`src/rtl/peripheral_bus_arbiter.sv`:
```
// peripheral_bus_arbiter
//   Two-master arbiter for the single peripheral bus. Grants the bus to one
//   master per transaction, with round-robin between simultaneous requesters.
//   Non-granted masters see busy=1 and all-ones read data. A granted
//   transaction that stays busy for TIMEOUT_CYCLES cycles is forcibly
//   completed (busy=0, read data all ones) and counted.
//
// Parameters
//   ADDRESS_WIDTH   peripheral-bus address width
//   TIMEOUT_CYCLES  max consecutive busy cycles under one grant; 0 disables
//
// Ports
//   wb_clk_i, wb_rst_i         clock, asynchronous active-high reset
//   m0_*, m1_*                 master ports (we/oe/address/byteSelect/dataWrite
//                              in, busy/dataRead out)
//   peripheralBus_*            slave-side bus
//   grant                      one-hot current grant {m1,m0}, 2'b00 when idle
//   timeout_o                  one-cycle pulse on forced completion
//   timeoutCount               saturating count of forced completions
module peripheral_bus_arbiter #(
  parameter int unsigned ADDRESS_WIDTH  = 24,
  parameter int unsigned TIMEOUT_CYCLES = 255
) (
  input  logic                     wb_clk_i,
  input  logic                     wb_rst_i,

  input  logic                     m0_we,
  input  logic                     m0_oe,
  input  logic [ADDRESS_WIDTH-1:0] m0_address,
  input  logic [3:0]               m0_byteSelect,
  input  logic [31:0]              m0_dataWrite,
  output logic                     m0_busy,
  output logic [31:0]              m0_dataRead,

  input  logic                     m1_we,
  input  logic                     m1_oe,
  input  logic [ADDRESS_WIDTH-1:0] m1_address,
  input  logic [3:0]               m1_byteSelect,
  input  logic [31:0]              m1_dataWrite,
  output logic                     m1_busy,
  output logic [31:0]              m1_dataRead,

  output logic                     peripheralBus_we,
  output logic                     peripheralBus_oe,
  output logic [ADDRESS_WIDTH-1:0] peripheralBus_address,
  output logic [3:0]               peripheralBus_byteSelect,
  output logic [31:0]              peripheralBus_dataWrite,
  input  logic                     peripheralBus_busy,
  input  logic [31:0]              peripheralBus_dataRead,

  output logic [1:0]               grant,
  output logic                     timeout_o,
  output logic [7:0]               timeoutCount
);

  typedef enum logic [1:0] {
    IDLE   = 2'd0,
    GRANT0 = 2'd1,
    GRANT1 = 2'd2
  } state_t;

  localparam logic [7:0] TIMEOUT_LIMIT = 8'(TIMEOUT_CYCLES);
  localparam bit         TIMEOUT_EN    = (TIMEOUT_CYCLES != 0);

  state_t     state, state_next;
  logic       last_grant, last_grant_next;
  logic [7:0] busy_count, busy_count_next;
  logic       req0, req1;
  logic       timeout_hit;

  assign req0 = m0_we | m0_oe;
  assign req1 = m1_we | m1_oe;

  always_ff @(posedge wb_clk_i or posedge wb_rst_i) begin
    if (wb_rst_i) begin
      state        <= IDLE;
      last_grant   <= 1'b1;
      busy_count   <= '0;
      timeoutCount <= '0;
    end else begin
      state      <= state_next;
      last_grant <= last_grant_next;
      busy_count <= busy_count_next;
      if (timeout_hit && (timeoutCount != 8'hFF))
        timeoutCount <= timeoutCount + 8'd1;
    end
  end

  // Timeout is evaluated against the current grant only; it never moves the
  // grant itself, the master is expected to drop its request.
  assign timeout_hit = TIMEOUT_EN && (state != IDLE) && peripheralBus_busy &&
                       (busy_count == TIMEOUT_LIMIT);

  always_comb begin
    state_next      = state;
    last_grant_next = last_grant;
    case (state)
      IDLE: begin
        if (req0 && req1) state_next = last_grant ? GRANT0 : GRANT1;
        else if (req0)    state_next = GRANT0;
        else if (req1)    state_next = GRANT1;
      end
      GRANT0: begin
        if (!req0) begin
          last_grant_next = 1'b0;
          state_next      = req1 ? GRANT1 : IDLE;
        end
      end
      GRANT1: begin
        if (!req1) begin
          last_grant_next = 1'b1;
          state_next      = req0 ? GRANT0 : IDLE;
        end
      end
      default: state_next = IDLE;
    endcase
  end

  always_comb begin
    if ((state == IDLE) || (state_next != state) || !peripheralBus_busy || timeout_hit)
      busy_count_next = '0;
    else
      busy_count_next = busy_count + 8'd1;
  end

  always_comb begin
    peripheralBus_we         = 1'b0;
    peripheralBus_oe         = 1'b0;
    peripheralBus_address    = '0;
    peripheralBus_byteSelect = '0;
    peripheralBus_dataWrite  = '0;
    m0_busy                  = 1'b1;
    m0_dataRead              = '1;
    m1_busy                  = 1'b1;
    m1_dataRead              = '1;
    grant                    = 2'b00;
    timeout_o                = timeout_hit;
    case (state)
      GRANT0: begin
        grant                    = 2'b01;
        peripheralBus_we         = m0_we;
        peripheralBus_oe         = m0_oe;
        peripheralBus_address    = m0_address;
        peripheralBus_byteSelect = m0_byteSelect;
        peripheralBus_dataWrite  = m0_dataWrite;
        m0_busy                  = timeout_hit ? 1'b0 : peripheralBus_busy;
        m0_dataRead              = timeout_hit ? '1 : peripheralBus_dataRead;
      end
      GRANT1: begin
        grant                    = 2'b10;
        peripheralBus_we         = m1_we;
        peripheralBus_oe         = m1_oe;
        peripheralBus_address    = m1_address;
        peripheralBus_byteSelect = m1_byteSelect;
        peripheralBus_dataWrite  = m1_dataWrite;
        m1_busy                  = timeout_hit ? 1'b0 : peripheralBus_busy;
        m1_dataRead              = timeout_hit ? '1 : peripheralBus_dataRead;
      end
      default: ;
    endcase
  end

endmodule

```
`config.mk`:
```
export PLATFORM = sky130hd
export DESIGN_NAME = peripheral_bus_arbiter
export DESIGN_NICKNAME = d
export VERILOG_FILES = /design/src/rtl/peripheral_bus_arbiter.sv
export SDC_FILE = /design/constraint.sdc
export NUM_CORES = 1
export LEC_CHECK = 0
export ABC_CLOCK_PERIOD_IN_PS = 2700
export CAP_MARGIN = 5
export CORE_AREA = 2 2 115 117
export DETAILED_ROUTE_END_ITERATION = 16
export DIE_AREA = 0 0 117 119
export GPL_TIMING_DRIVEN = 0
export MAX_ROUTING_LAYER = met4
export PLACE_DENSITY = 0.64
export SYNTH_ARGS = -nofsm -noshare
export SYNTH_HDL_FRONTEND = slang
export SYNTH_SLANG_ARGS = --single-unit
```
`constraint.sdc`:
```
create_clock -name wb_clk_i -period 2.7 [get_ports wb_clk_i]
set_input_delay 0.54 -clock wb_clk_i [delete_from_list [all_inputs] [get_ports wb_clk_i]]
set_output_delay 0.54 -clock wb_clk_i [all_outputs]
set_load 0.01 [all_outputs]
```
* Word-level counts from Yosys, hierarchy flattened *
Cells that the tools add are included.

word-level totals
  bits in read-only memories = 0
  memory bits (writable) = 0
  register bits = 19
  word-level logic and storage cells = 52
  input port bits = 159
  output and inout bits = 139
  memories = 0
  latch bits = 0

operators by class
  muxes and demuxes = 25
  shifts and indexed selects = 0
  reduce and logical (&&, ||, !) cells = 12
  order comparisons = 0
  multiply operators = 0
  bitwise gates (word level) = 2
  equal/unequal tests = 7
  add/sub/neg operators = 2
  divide/modulo/power cells = 0

operators with widths
  kind                                                             count
  32-bit 2-to-1 mux                                                3
  32-bit one-hot mux with 2 select lines                           1
  24-bit one-hot mux with 2 select lines                           1
  8-bit by 1-bit adder with 8-bit output, second input constant    2
  2-bit 2-to-1 mux                                                 7
  8-bit == test, second input constant                             1
  8-bit 2-to-1 mux                                                 1
  8-bit inequality test, second input constant                     1
  4-bit one-hot mux with 2 select lines                            1
  1-bit 2-to-1 mux                                                 6
  1-bit one-hot mux with 2 select lines                            3
  2-bit one-hot mux with 3 select lines                            1
  1-bit logical AND                                                4
  2-bit inequality test, second input constant                     2
  2-bit one-hot mux with 2 select lines                            1
  2-bit nonzero test                                               2
  1-bit logical OR                                                 3
  3-bit AND reduction                                              1
  2-bit by 1-bit == test with 1-bit output, second input constant  1
  2-bit == test, second input constant                             1
  2-bit logical NOT                                                1
  2-bit inequality test                                            1
  1-bit bitwise OR                                                 2
  1-bit logical NOT                                                1

* Depth between registers and ports, before layout *
  depth in word-level cells = 10
  mapped depth = 8
  gate-level depth less buffers = 8

* Least setup slack after synthesis *
OpenSTA, ideal clock, no wires.

  path kind = reg2out
  start point = register state[0]
  end point = output peripheralBus_address[0]
  setup slack = 440 ps
  arrival time = 1720 ps
  stages on the path, launching flop included = 8
  required time = 2160 ps
  path through = dfrtp_1 > inv_1 > ha_1 > buf_2 > clkbuf_1 > clkbuf_1 > a22oi_1 > nor2b_1

between the ends
  cells in the longest elaborated chain, start to end = 2

RTL lines
  what                                                                              RTL line  source
  start, declared                                                                   65        state_t state, state_next;
  start signal, assigned                                                            81        state <= state_next;
  2-bit == test / 2-bit by 1-bit == test with 1-bit output (equally long branches)  138       case (state)
  24-bit one-hot mux with 2 select lines (*)                                        138
  end, declared                                                                     45        output logic [ADDRESS_WIDTH-1:0] peripheralBus_address,

Mark *: on every way between the ends. The rest lies on a longest branch, timed or not.

* Final worst setup path *
  start point = input peripheralBus_busy
  end point = output m0_dataRead[16]

between the ends
  cells in the longest elaborated chain, start to end = 4

RTL lines
  what                            RTL line  source
  start, declared                 48        input logic peripheralBus_busy,
  1-bit logical AND (2 in a row)  91        assign timeout_hit = TIMEOUT_EN && (state != IDLE) && peripheralBus_busy &&
  32-bit 2-to-1 mux               147       m0_dataRead = timeout_hit ? '1 : peripheralBus_dataRead;
  32-bit 2-to-1 mux               138
  end, declared                   33        output logic [31:0] m0_dataRead,

No other way between the ends.

==> key figures <==
Outcome
  • Status: finished, final reports clean

Yosys
  • Synth unique cells: 39
  • EDFF count, synth: 0
  • Post-synth net total: 499
  • Adder and majority cell fraction of the synthesized area: under 10%
  • Synth Flop Type: dfrtp_1
  • Sequential fraction of the synthesis area: a little under a fifth
  • Synth warn: 0
  • Simple-gate portion of the synthesized area: 43.5%
  • Post-synthesis xor/xnor area fraction: roughly 4.2%
  • Mux cell area share after synthesis: 0.452%
  • Area of the mapped netlist: 0.00249 mm^2
  • Largest family of logic cells by synthesized area: simple AND/OR/NAND/NOR gates
  • FFs w/ async S/R, synth: 100%
  • Syn_area_per_cell: ~7.5 um^2
  • Post-Synthesis Cells: 334
  • Seq cells post-synth: 19
  • Compound-Gate Fraction of Synth Area: between 20 and 25%

STA
  • Fmax: ~380 MHz
  • RSZ-0062 raised after global routing: yes
  • Slew HR: a little under half
  • Slew Limit Fails: 0
  • Setup total negative slack: 0 ps
  • Final period util: 98.0%
  • Hold Violations, Final: 0
  • Final setup fails: 0
  • Worst-margin pin slew: 784 ps
  • Fin Clk Skew: 1.34 ps
  • Tmin final: about 2600 ps

Setup path
  • Worst Path Required: around 2200 ps
  • WS Path Type: in -> out
  • Worst Setup SP: peripheralBus_busy
  • R2R setup slack: 750 ps
  • Slowest stage cell, crit path: clkdlybuf4s50_1
  • Crit path to: m0_dataRead[16]
  • R2r worst-path depth: 7
  • CP max FO: 10
  • Critical path's top delay family: buffers and inverters
  • Crit path arrival time: 2110 ps
  • Worst setup EP type: output port
  • Buf+Inv Stages, Crit Path: 4
  • RR Startpoint: state[1]
  • FF-to-FF End: busy_count[5]
  • Crit-path cells: clkdlybuf4s50_1 > inv_2 > nor2_4 > nand2_2 > nand2_4 > clkbuf_4 > or2_2 > dlygate4sd2_1
  • Startpoint types: input pin
  • Worst stage delay on the critical path: 440 ps
  • Cell depth of the worst setup path: 8

Route
  • Initial detailed-routing violation count: around 140
  • Post-DRT Antenna Nets: 0
  • Router iterations before antenna repair: 4
  • Remaining DRCs: 0
  • Final WL: 14600 um
  • Vias: 3685
  • Via density: roughly 4.5
  • Post-DR wirelength/cell: 18.0 um

Die
  • Core area: 0.0129 mm^2
  • Num rows: 42
  • DIE AREA: 0.0139 mm^2
  • Die width: 117 um
  • Die Height: 119 um
  • Ports: 298
  • Initial Util: 19.3%

Finish
  • Register Area: around 480 um^2
  • Final core utilization: between 40% and 50%
  • Fraction of layout cells with a size suffix above 1: 20.1%
  • Fin nets: around 800
  • Area growth syn-to-layout: 139%
  • Fill cells: 1294
  • Final Cell Area: 0.00594 mm^2
  • Footprint of the multi-input gates: slightly below 0.002 mm^2
  • Non-filler cells, final: 815

Hold path
  • Hold depth: 1
  • Hold crit path type: reg -> reg

Clock tree
  • Worst-skew pair later-pin latency: 250 ps
  • Clk root buf: clkbuf_16
  • Clock Tree Buf Depth: 2
  • Clk pin slew, worst setup/hold paths: 50 ps
  • Clk sinks: 19
  • CTS Hold Buffers Added: 0
  • CTS tree: built
  • H-tree levels: 1
  • TritonCTS buffer count: 3

Placed design
  • DP HPWL: 12200 um
  • Placed insts: 807
  • IO buf count: approximately 300
  • RePlAce Congestion: roughly 0.88
  • Area of placed instances: 0.00568 mm^2

Power and ir drop
  • Lkg Pwr: 0.00249 uW
  • Pwr Density: 764 mW/mm^2
  • Peak supply drop: between 0.3 and 0.4 mV
  • Final Power: between 4000 and 5000 uW

Global routing
  • Total grt overflow: 0
  • First-pass GRT wire length: 20700 um
  • Largest net degree at the start of global routing: 20
  • Tot GR Track Use: 19.7%
  • Initial antenna violation count: 0
  • Vias in the first global route: 3737

Run
  • MaxCap Viol Count: 0
layer usage:
layer	GRT usage, %	routed length [um]	vias up
met5	-	0	-
met4	3.97	353	0
met3	6.82	1570	22
met2	32.6	6790	196
met1	23.3	5930	1692
li1	-	-	1775
what timing repair did:
action                                  CTS  global route
pin swaps                                 0             1
endpoints found under the setup margin  129            96
buffers inserted                          2             2
gates resized for setup                 156            51
power by group:
group	internal, uW	switching [uW]	leakage, uW
combinational	2010	1850	0.00219
clock	199	108	0.0000409
sequential	323	51.0	0.000256
synth_stat cells (2+ instances only):
library cell	n	area share (%)
nor3_1	4	0.80
ha_1	6	3.0
buf_2	2	0.40
buf_1	6	0.90
o21a_1	2	0.60
nand3_1	6	1.2
nand4_1	4	1.0
a21oi_1	5	1.0
nor4_1	4	1.0
nand2_1	16	2.4
nor3_2	2	0.80
dfrtp_1	18	18
nor2_1	10	1.5
o21ai_1	2	0.40
nor2b_1	63	16
a22oi_1	63	19
or2_2	64	16
and2_1	2	0.50
xor2_1	10	3.5
inv_1	5	0.75
clkbuf_1	20	3.0
and3_1	2	0.50
xnor2_1	2	0.70
cells by family (layout without fill, tap and decap cells):
logic type | after synthesis | after routing
AOI/OAI and AO/OA | 79 | 79
xor gates and xnor gates | 12 | 12
adders and majority gates | 6 | 6
buffers and inverters | 35 | 339
DFF | 19 | 19
muxes | 1 | 1
other | 0 | 1
and+or+nand+nor | 182 | 182
flip-flops by register name, summed over array words and instances, names as in the netlist:
register and count:
last_grant 1, busy_count 8, timeoutCount 8, state 2
per-stage QoR:
step	worst slack [ps]	hold WS, ps
after CTS	-141	495
after global routing	-11.2	516
after global placement	-647	483
final	53.3	495
after floorplan	440	488
after detailed placement	-721	480
final cells by class:
class | count | area share [%]
clock buffer | 3 | 1.26
inverter | 6 | 0.421
sequential | 19 | 8.06
clock inverter | 1 | 0.0842
timing repair buffer | 301 | 49.6
antenna | 1 | 0.0421
multi-input combinational | 280 | 32.8
tap | 176 | 3.70
buffer | 28 | 4.08
how the worst min path moves through the flow:
stage | from | to | slack, ps
after floorplan | wb_rst_i | busy_count[0] | 490
after global placement | timeoutCount[7] | timeoutCount[7] | 480
after detailed placement | timeoutCount[4] | timeoutCount[4] | 480
after CTS | timeoutCount[4] | timeoutCount[4] | 500
after global routing | timeoutCount[4] | timeoutCount[4] | 520
final | timeoutCount[4] | timeoutCount[4] | 490
cell usage in the layout, fill, tap and decap left out, types with 2 or more instances in the layout:
cell type and n:
ha_1 2, nor3_2 2, nand4_1 4, inv_2 3, clkbuf_8 3, inv_1 2
nand3_1 6, dfrtp_1 16, nor2b_2 2, nor2_1 9, clkbuf_16 4, o21ai_1 2
nor3_1 4, nor2b_1 61, nor2_4 2, nand2_4 2, dlymetal6s2s_1 22, clkdlybuf4s15_1 7
nand2_2 2, ha_4 3, or2_2 64, and2_1 2, buf_4 13, buf_6 4
clkbuf_4 4, a22oi_1 63, nand2_1 13, clkdlybuf4s50_1 184, and3_1 2, dlygate4sd2_1 81
o21a_1 2, nor4_1 4, dfrtp_2 2, a21oi_1 5, xnor2_1 2, xor2_1 10
clkbuf_2 7
worst reg2reg max path: cells and delay by family (launching register included):
family | cells | cell delay [ps]
adders and majority gates | 1 | 180
buffers and inverters | 1 | 110
AOI/OAI and AO/OA | 2 | 500
and+or+nand+nor | 3 | 580
DFF | 1 | 460
(Power assumes the default switching activity.)
